$ cat src/rtl/max_unpooling_unit_pkg.sv
// Shared definitions for the max-unpooling slice: FSM state encoding and index helpers.
// UNPOOL_NEAREST_EN is left undefined by default (max-unpool behaviour).
package max_unpooling_unit_pkg;

   typedef enum logic {
      IDLE = 1'b0,
      EMIT = 1'b1
   } unpool_state_t;

   function automatic logic idx_in_range(input int unsigned idx, input int unsigned size);
      return idx < size;
   endfunction

endpackage

$ cat src/rtl/max_unpooling_unit_if.sv
// Pooled-beat input and window-element output streams of the max-unpooling unit.
interface max_unpooling_unit_if #(
   parameter int SIZE    = 4,
   parameter int D_WIDTH = 16
);
   localparam int IDX_W = $clog2(SIZE);

   logic               in_valid;
   logic               in_ready;
   logic [D_WIDTH-1:0] in_data;
   logic [IDX_W-1:0]   in_index;
   logic               out_valid;
   logic               out_ready;
   logic [D_WIDTH-1:0] out_data;
   logic [IDX_W-1:0]   out_pos;
   logic               out_last;
   logic               idx_err;

   modport master (
      output in_valid, in_data, in_index, out_ready,
      input  in_ready, out_valid, out_data, out_pos, out_last, idx_err
   );

   modport slave (
      input  in_valid, in_data, in_index, out_ready,
      output in_ready, out_valid, out_data, out_pos, out_last, idx_err
   );
endinterface

$ cat src/rtl/max_unpooling_unit_counter.sv
// Modulo-SIZE window position counter; clear has priority over advance.
module unpool_window_counter #(
   parameter  int SIZE  = 4,
   localparam int IDX_W = $clog2(SIZE)
) (
   input  logic             clk,
   input  logic             reset,
   input  logic             clear,
   input  logic             advance,
   output logic [IDX_W-1:0] pos,
   output logic             last
);
   localparam logic [IDX_W-1:0] LAST_POS = IDX_W'(SIZE - 1);

   always_ff @(posedge clk or posedge reset) begin
      if (reset) begin
         pos <= '0;
      end else if (clear) begin
         pos <= '0;
      end else if (advance) begin
         pos <= last ? '0 : pos + 1'b1;
      end
   end

   assign last = (pos == LAST_POS);

endmodule

$ cat src/rtl/max_unpooling_unit.sv
// Streams each pooled beat back out as a SIZE-element window (value at argmax, zeros elsewhere).
// Define UNPOOL_NEAREST_EN to repeat the value across the whole window instead.
module max_unpooling_unit
   import max_unpooling_unit_pkg::*;
#(
   parameter int SIZE    = 4,
   parameter int D_WIDTH = 16
) (
   input  logic            clk,
   input  logic            reset,
   max_unpooling_unit_if.slave bus
);
   localparam int IDX_W = $clog2(SIZE);

   unpool_state_t      state;
   logic [D_WIDTH-1:0] value_q;
   logic [IDX_W-1:0]   pos;
   logic               last;
   logic               ready;
   logic               accept;
   logic               out_hs;

   // Ready on the final element so the next beat follows without a bubble.
   assign ready  = (state == IDLE) || ((state == EMIT) && last && bus.out_ready);
   assign accept = bus.in_valid && ready;
   assign out_hs = (state == EMIT) && bus.out_ready;

   unpool_window_counter #(.SIZE(SIZE)) u_counter (
      .clk     (clk),
      .reset   (reset),
      .clear   (accept),
      .advance (out_hs),
      .pos     (pos),
      .last    (last)
   );

`ifdef UNPOOL_NEAREST_EN
   always_ff @(posedge clk or posedge reset) begin
      if (reset) begin
         state   <= IDLE;
         value_q <= '0;
      end else if (accept) begin
         state   <= EMIT;
         value_q <= bus.in_data;
      end else if (out_hs && last) begin
         state   <= IDLE;
      end
   end

   assign bus.out_data = (state == EMIT) ? value_q : '0;
   assign bus.idx_err  = 1'b0;
`else
   logic [IDX_W-1:0] index_q;
   logic             err_q;

   always_ff @(posedge clk or posedge reset) begin
      if (reset) begin
         state   <= IDLE;
         value_q <= '0;
         index_q <= '0;
         err_q   <= 1'b0;
      end else if (accept) begin
         state   <= EMIT;
         value_q <= bus.in_data;
         index_q <= bus.in_index;
         if (!idx_in_range(32'(bus.in_index), SIZE)) begin
            err_q <= 1'b1;
         end
      end else if (out_hs && last) begin
         state   <= IDLE;
      end
   end

   // An out-of-range index never matches pos, so that window comes out all zero.
   assign bus.out_data = ((state == EMIT) && (pos == index_q)) ? value_q : '0;
   assign bus.idx_err  = err_q;
`endif

   assign bus.in_ready  = ready;
   assign bus.out_valid = (state == EMIT);
   assign bus.out_pos   = pos;
   assign bus.out_last  = (state == EMIT) && last;

endmodule
$ cat src/flat_wrapper.sv
// flat-port wrapper written by rule: the top's interface ports become plain ports
module max_unpooling_unit_flat import max_unpooling_unit_pkg::*;
#(
   parameter int SIZE    = 4,
   parameter int D_WIDTH = 16
)
  (clk, reset, bus_in_valid, bus_in_data, bus_in_index, bus_out_ready, bus_in_ready, bus_out_valid, bus_out_data, bus_out_pos, bus_out_last, bus_idx_err);
  max_unpooling_unit_if #(.SIZE(SIZE), .D_WIDTH(D_WIDTH)) bus_i ();
  input  logic clk;
  input  logic reset;
  input wire logic [$bits(bus_i.in_valid)-1:0] bus_in_valid;
  input wire logic [$bits(bus_i.in_data)-1:0] bus_in_data;
  input wire logic [$bits(bus_i.in_index)-1:0] bus_in_index;
  input wire logic [$bits(bus_i.out_ready)-1:0] bus_out_ready;
  output wire logic [$bits(bus_i.in_ready)-1:0] bus_in_ready;
  output wire logic [$bits(bus_i.out_valid)-1:0] bus_out_valid;
  output wire logic [$bits(bus_i.out_data)-1:0] bus_out_data;
  output wire logic [$bits(bus_i.out_pos)-1:0] bus_out_pos;
  output wire logic [$bits(bus_i.out_last)-1:0] bus_out_last;
  output wire logic [$bits(bus_i.idx_err)-1:0] bus_idx_err;
  assign bus_i.in_valid = bus_in_valid;
  assign bus_i.in_data = bus_in_data;
  assign bus_i.in_index = bus_in_index;
  assign bus_i.out_ready = bus_out_ready;
  assign bus_in_ready = bus_i.in_ready;
  assign bus_out_valid = bus_i.out_valid;
  assign bus_out_data = bus_i.out_data;
  assign bus_out_pos = bus_i.out_pos;
  assign bus_out_last = bus_i.out_last;
  assign bus_idx_err = bus_i.idx_err;
  max_unpooling_unit #(.SIZE(SIZE), .D_WIDTH(D_WIDTH)) u_core (.clk(clk), .reset(reset), .bus(bus_i));
endmodule
$ cat config.mk
export PLATFORM = sky130hd
export DESIGN_NAME = max_unpooling_unit_flat
export DESIGN_NICKNAME = d
export VERILOG_FILES = /design/src/rtl/max_unpooling_unit_pkg.sv /design/src/rtl/max_unpooling_unit_if.sv /design/src/rtl/max_unpooling_unit_counter.sv /design/src/rtl/max_unpooling_unit.sv /design/src/flat_wrapper.sv
export SDC_FILE = /design/constraint.sdc
export NUM_CORES = 1
export LEC_CHECK = 0
export BUFFER_PORTS_ARGS = -buffer_cell sky130_fd_sc_hd__buf_2
export CAP_MARGIN = 20
export CORE_ASPECT_RATIO = 1.4
export CORE_MARGIN = 4
export CORE_UTILIZATION = 46
export CTS_CLUSTER_DIAMETER = 200
export DETAILED_ROUTE_END_ITERATION = 7
export PLACE_DENSITY_LB_ADDON = 0.15
export SLEW_MARGIN = 30
export SYNTH_ARGS = -nofsm -noshare
export SYNTH_HDL_FRONTEND = slang
export SYNTH_SLANG_ARGS = --single-unit
$ cat constraint.sdc
create_clock -name clk -period 2.1 [get_ports clk]
set_input_delay 0.105 -clock clk [delete_from_list [all_inputs] [get_ports clk]]
set_output_delay 0.105 -clock clk [all_outputs]
set_load 0.02 [all_outputs]
-- Word level (Yosys, flattened, before mapping)
Cells that the tools add are included.
- flip-flop bits (word level): 21
- bits of input ports: 22
- output and inout bits: 22
- word-level logic and storage cells: 23
- add/sub/neg operators: 1
- equality and inequality tests: 2
- mux-type cells: 6
- bitwise operators: 1
- reduce and logical (&&, ||, !) cells: 9
- operators with widths (cell ; number):
    2-to-1 mux 16 bit ; 1
    logical AND 1 bit ; 6
    2-to-1 mux 2 bit ; 3
    nonzero test 2 bit ; 2
    adder 2 x 1 -> 2 bit (second input constant) ; 1
    equality test 2 bit ; 1
    equality test 2 bit (second input constant) ; 1
    2-to-1 mux 1 bit ; 2
    logical OR 1 bit ; 1
    inverter 1 bit ; 1

-- Logic depth before layout (Yosys ltp)
- depth in word-level cells: 6
- mapped depth: 5
- depth with buffers taken out: 4

-- By module
From an unflattened synthesis, not the netlist that was laid out.
- cell total of the unflattened synthesis: 139
- area, all modules: 1277.5 um2
- modules (own cells, without submodules) (module ; instances ; cells an instance ; area an instance (um2) ; seq. area each (um2)):
    max_unpooling_unit ; 1 ; 130 ; 1173.6 ; 475.5
    unpool_window_counter ; 1 ; 9 ; 103.8 ; 50.0

-- Worst setup path before layout
No wires, ideal clock.
- path kind: reg-to-reg
- from: register u_core.u_counter.pos[0]
- to: register u_core.value_q[10]
- library setup time: 0.125 ns
- data arrival time: 1.577 ns
- required time: 1.975 ns
- path slack: 0.398 ns
- cell stages (with the launch flop): 6
- path buffers: 1
- period minus slack after synthesis: 1.702 ns
- cell sequence: dfrtp_1 ha_1 a21bo_4 nand2_4 buf_12 mux2_4
- word-level cells in the longest chain between the ends: 5
- ends and longest elaborated chain (item ; line ; text):
    from (decl) ; max_unpooling_unit_counter.sv:10 ; output logic [IDX_W-1:0] pos,
    from (signal assigned) ; max_unpooling_unit_counter.sv:21 ; pos <= last ? '0 : pos + 1'b1;
    equality test 2 bit ; max_unpooling_unit_counter.sv:25 ; assign last = (pos == LAST_POS);
    logical AND 1 bit (2 in a row) ; max_unpooling_unit.sv:24 ; assign ready = (state == IDLE) || ((state == EMIT) && last && bus.out_ready);
    logical OR 1 bit ; max_unpooling_unit.sv:24 ;
    named net bus_in_ready ; flat_wrapper.sv:15 ; output wire logic [$bits(bus_i.in_ready)-1:0] bus_in_ready;
    logical AND 1 bit ; max_unpooling_unit.sv:25 ; assign accept = bus.in_valid && ready;
    to (signal assigned) ; max_unpooling_unit.sv:64 ; value_q <= bus.in_data;
    to (decl) ; max_unpooling_unit.sv:16 ; logic [D_WIDTH-1:0] value_q;
The timed path passes the listed nets, and every way through them passes these cells.
A chain may end at the register's enable or synchronous reset.

-- Worst setup path after layout
- from: register u_core.u_counter.pos[0]
- to: register u_core.value_q[0]
- word-level cells in the longest chain between the ends: 5
- ends and longest elaborated chain (item ; line):
    equality test 2 bit ; max_unpooling_unit_counter.sv:25
    logical AND 1 bit (2 in a row) ; max_unpooling_unit.sv:24
    logical OR 1 bit ; max_unpooling_unit.sv:24
    logical AND 1 bit ; max_unpooling_unit.sv:25
Every way passes these cells.

==> summary.txt <==
busiest grt layer: met2
mapped cell area: 0.00104 sq mm
final wirelength: 2020 um
Post-synth ARST share: 100%
clock skew: 0.00253 ns
initial antenna violation count: 0
fin crit period: 1.68 ns
PortBufs: 42
Clock Latency Late Sink: 0.29 ns
register area share after synthesis: 50.5%
Clock Power Share: 8.8%
synth top area cells: dfrtp_1, mux2_4, and3_1
ys flop type: dfrtp_1
CP endpoint kind: flip-flop
Hold Path Stages: 2
post-cts sizing count: 0
DIE AREA: 0.00310 sq mm
Residual DRC: 0
biggest area consumer among synthesized cells: dfrtp_1
GPL Wtd Cong: 0.791
Final Non-Filler Cells: 146
Hold Path Class: input port to flip-flop
critical path peak fanout: 18
Root Driver: clkbuf_4
placed cell area: 0.00125 sq mm
synth cell count leaders: dfrtp_1, and3_1, mux2_4, mux2_2
final global-route overflow total: 0
Final setup viols: 0
Achievable Freq: 594 MHz
Worst R2R Path Depth: 4
final instance area: 0.00129 sq mm
grt met2 use: 24.8%
fin. max-slew vios: 0
gr usage total: 14.6%
mean area per synthesized cell: 13.0 sq um
dpl cells: 141
hold_sp: bus_in_data[6]
Synth Instances: 80
post-route total power: 2.10 mW
hold slack final: 0.0344 ns
Initial Utilization: 47.8%
RSZ-0062 raised after global routing: false
FF-to-FF Start: u_core.u_counter.pos[0]
largest net degree at the start of global routing: 23
Clock transition at path regs: 0.11 ns
drt pass-1 iters: 4
top-count cell post-synth: dfrtp_1
combinational power share: 56.7%
FF+latch count, synth: 21
Int Power: 1.24 mW
Static Leak: 0.758 nW
post-route ant nets: 0
post-route clock period utilization: 80.1%
GRT met1 Usage: 16.7%
area delta synth->final: 23.9%
fin nets: 148
core area: 0.00218 sq mm
post-detail-place hpwl: 1490 um
Max Cap Violations: 0
global-route wire length before repair: 3270 um
Req. time, crit path: 2.29 ns
via count: 759
Vias/cell: 5.20
CTS max path bufs: 2
pwr/cell area: 1630 mW/mm^2
WL per Instance: 13.8 um
worst r2r dst: u_core.value_q[0]
Crit path arrival time: 1.87 ns
outcome: completed
CTS tree: built
measured slew at the worst slew-check pin: 0.769 ns
Yosys Warn Count: 1
Psw: 856 uW
Seq pwr share: 34.4%
Critical Path Source Type: flip-flop
setup TNS: 0 ns
vias in the first global route: 766
Hold Violations, Final: 0
top cell type's share of synthesized area: 50.5%
fill count: 206
Mapped Nets: 103
chip height: 64.3 um
H-Tree Depth: 1
CTS sink cnt: 21
I/O pin count: 44
Final WS setup: 0.418 ns
Cell variety after synth: 22
Post-synth EDFFs: 0
switch share: 40.8%
Ant. Diodes: 0
Starting DRT DRC Count: 10
Die Span X: 48.2 um
row count: 20
relative slew slack: 48.7%
GRT met3 Usage: 2.82%
flop-to-flop setup slack: 0.42 ns
Hold Path End: u_core.value_q[6]
Place WS: 0.422 ns
TritonCTS Buffers: 3
share of post-route cells with drive strength above 1: 54.8%
Peak VDD IR: 868 uV
final core utilization: 59.3%
Crit Path Category: flip-flop to flip-flop
## worst max-delay path by stage
stage	startpoint	end	slack, ns	cells past startpoint
6_report	u_core.u_counter.pos[0]	u_core.value_q[0]	0.42	4
5_1_grt	u_core.u_counter.pos[1]	bus_out_data[13]	0.31	5
4_1_cts	u_core.u_counter.pos[0]	u_core.value_q[0]	0.41	4
3_5_place_dp	u_core.u_counter.pos[0]	u_core.value_q[0]	0.42	4
3_3_place_gp	u_core.u_counter.pos[0]	u_core.index_q[0]	0.46	4
2_1_floorplan	u_core.u_counter.pos[0]	u_core.value_q[10]	0.40	5
## timing repair
item,in CTS,in global routing
hold buffers,1,0
endpoints found under the hold margin,21,0
buffers inserted,0,0
## cell families (layout without fill, tap and decap cells)
logic type,Yosys count,in the layout,synth area share [%]
AO/OA/AOI/OAI,5,5,3.73
buffers and inverters,7,51,4.57
other,1,1,0.360
adder cells (fa/ha/maj),1,1,1.20
AND/OR/NAND/NOR,25,25,14.9
XOR/XNOR,2,2,1.68
flip-flops,21,21,50.5
multiplexers,18,18,23.1
## cell usage in the layout, fill, tap and decap left out, drive strengths merged, types with 2 or more instances in the layout
master,n
mux2,18
nand2b,2
nand2,3
clkbuf,4
buf,44
a31oi,2
dfrtp,21
xor2,2
a21oi,2
and3,16
inv,2
## worst max-delay path, stage by stage (launching register included)
cell and delay, ns:
dfrtp_1 0.45, ha_1 0.27, a21bo_4 0.23, nand2_4 0.24
mux2_2 0.37
## power groups by stage
stage                     Combinational [mW]  Sequential (mW)  Clock, mW
after floorplan                        0.862            0.724          0
after global placement                  1.19            0.716          0
after detailed placement                1.21            0.728          0
after CTS                               1.21            0.722      0.192
after global routing                    1.30            0.742      0.214
final                                   1.19            0.723      0.186
## state kept, by name, summed over array words and instances, names as in the netlist
name and flops:
u_core.value_q 16, u_core.index_q 2, u_core.u_counter.pos 2, u_core.bus.out_valid 1
## layer usage
metal | vias to the layer above | share of wire, %
met5 | - | 0
met4 | 0 | 2.1
met3 | 4 | 6.9
met2 | 28 | 50
met1 | 360 | 41
li1 | 367 | -
## cell type report
class / count / area [sq um] / area share, %
Clock buffer: 4 / 26.3 / 2.04
Inverter: 2 / 7.51 / 0.582
Timing Repair Buffer: 45 / 235 / 18.2
Sequential cell: 21 / 526 / 40.7
Tap cell: 22 / 27.5 / 2.13
Multi-Input combinational cell: 52 / 468 / 36.3
Note: power is estimated with default switching activity, not from simulation.
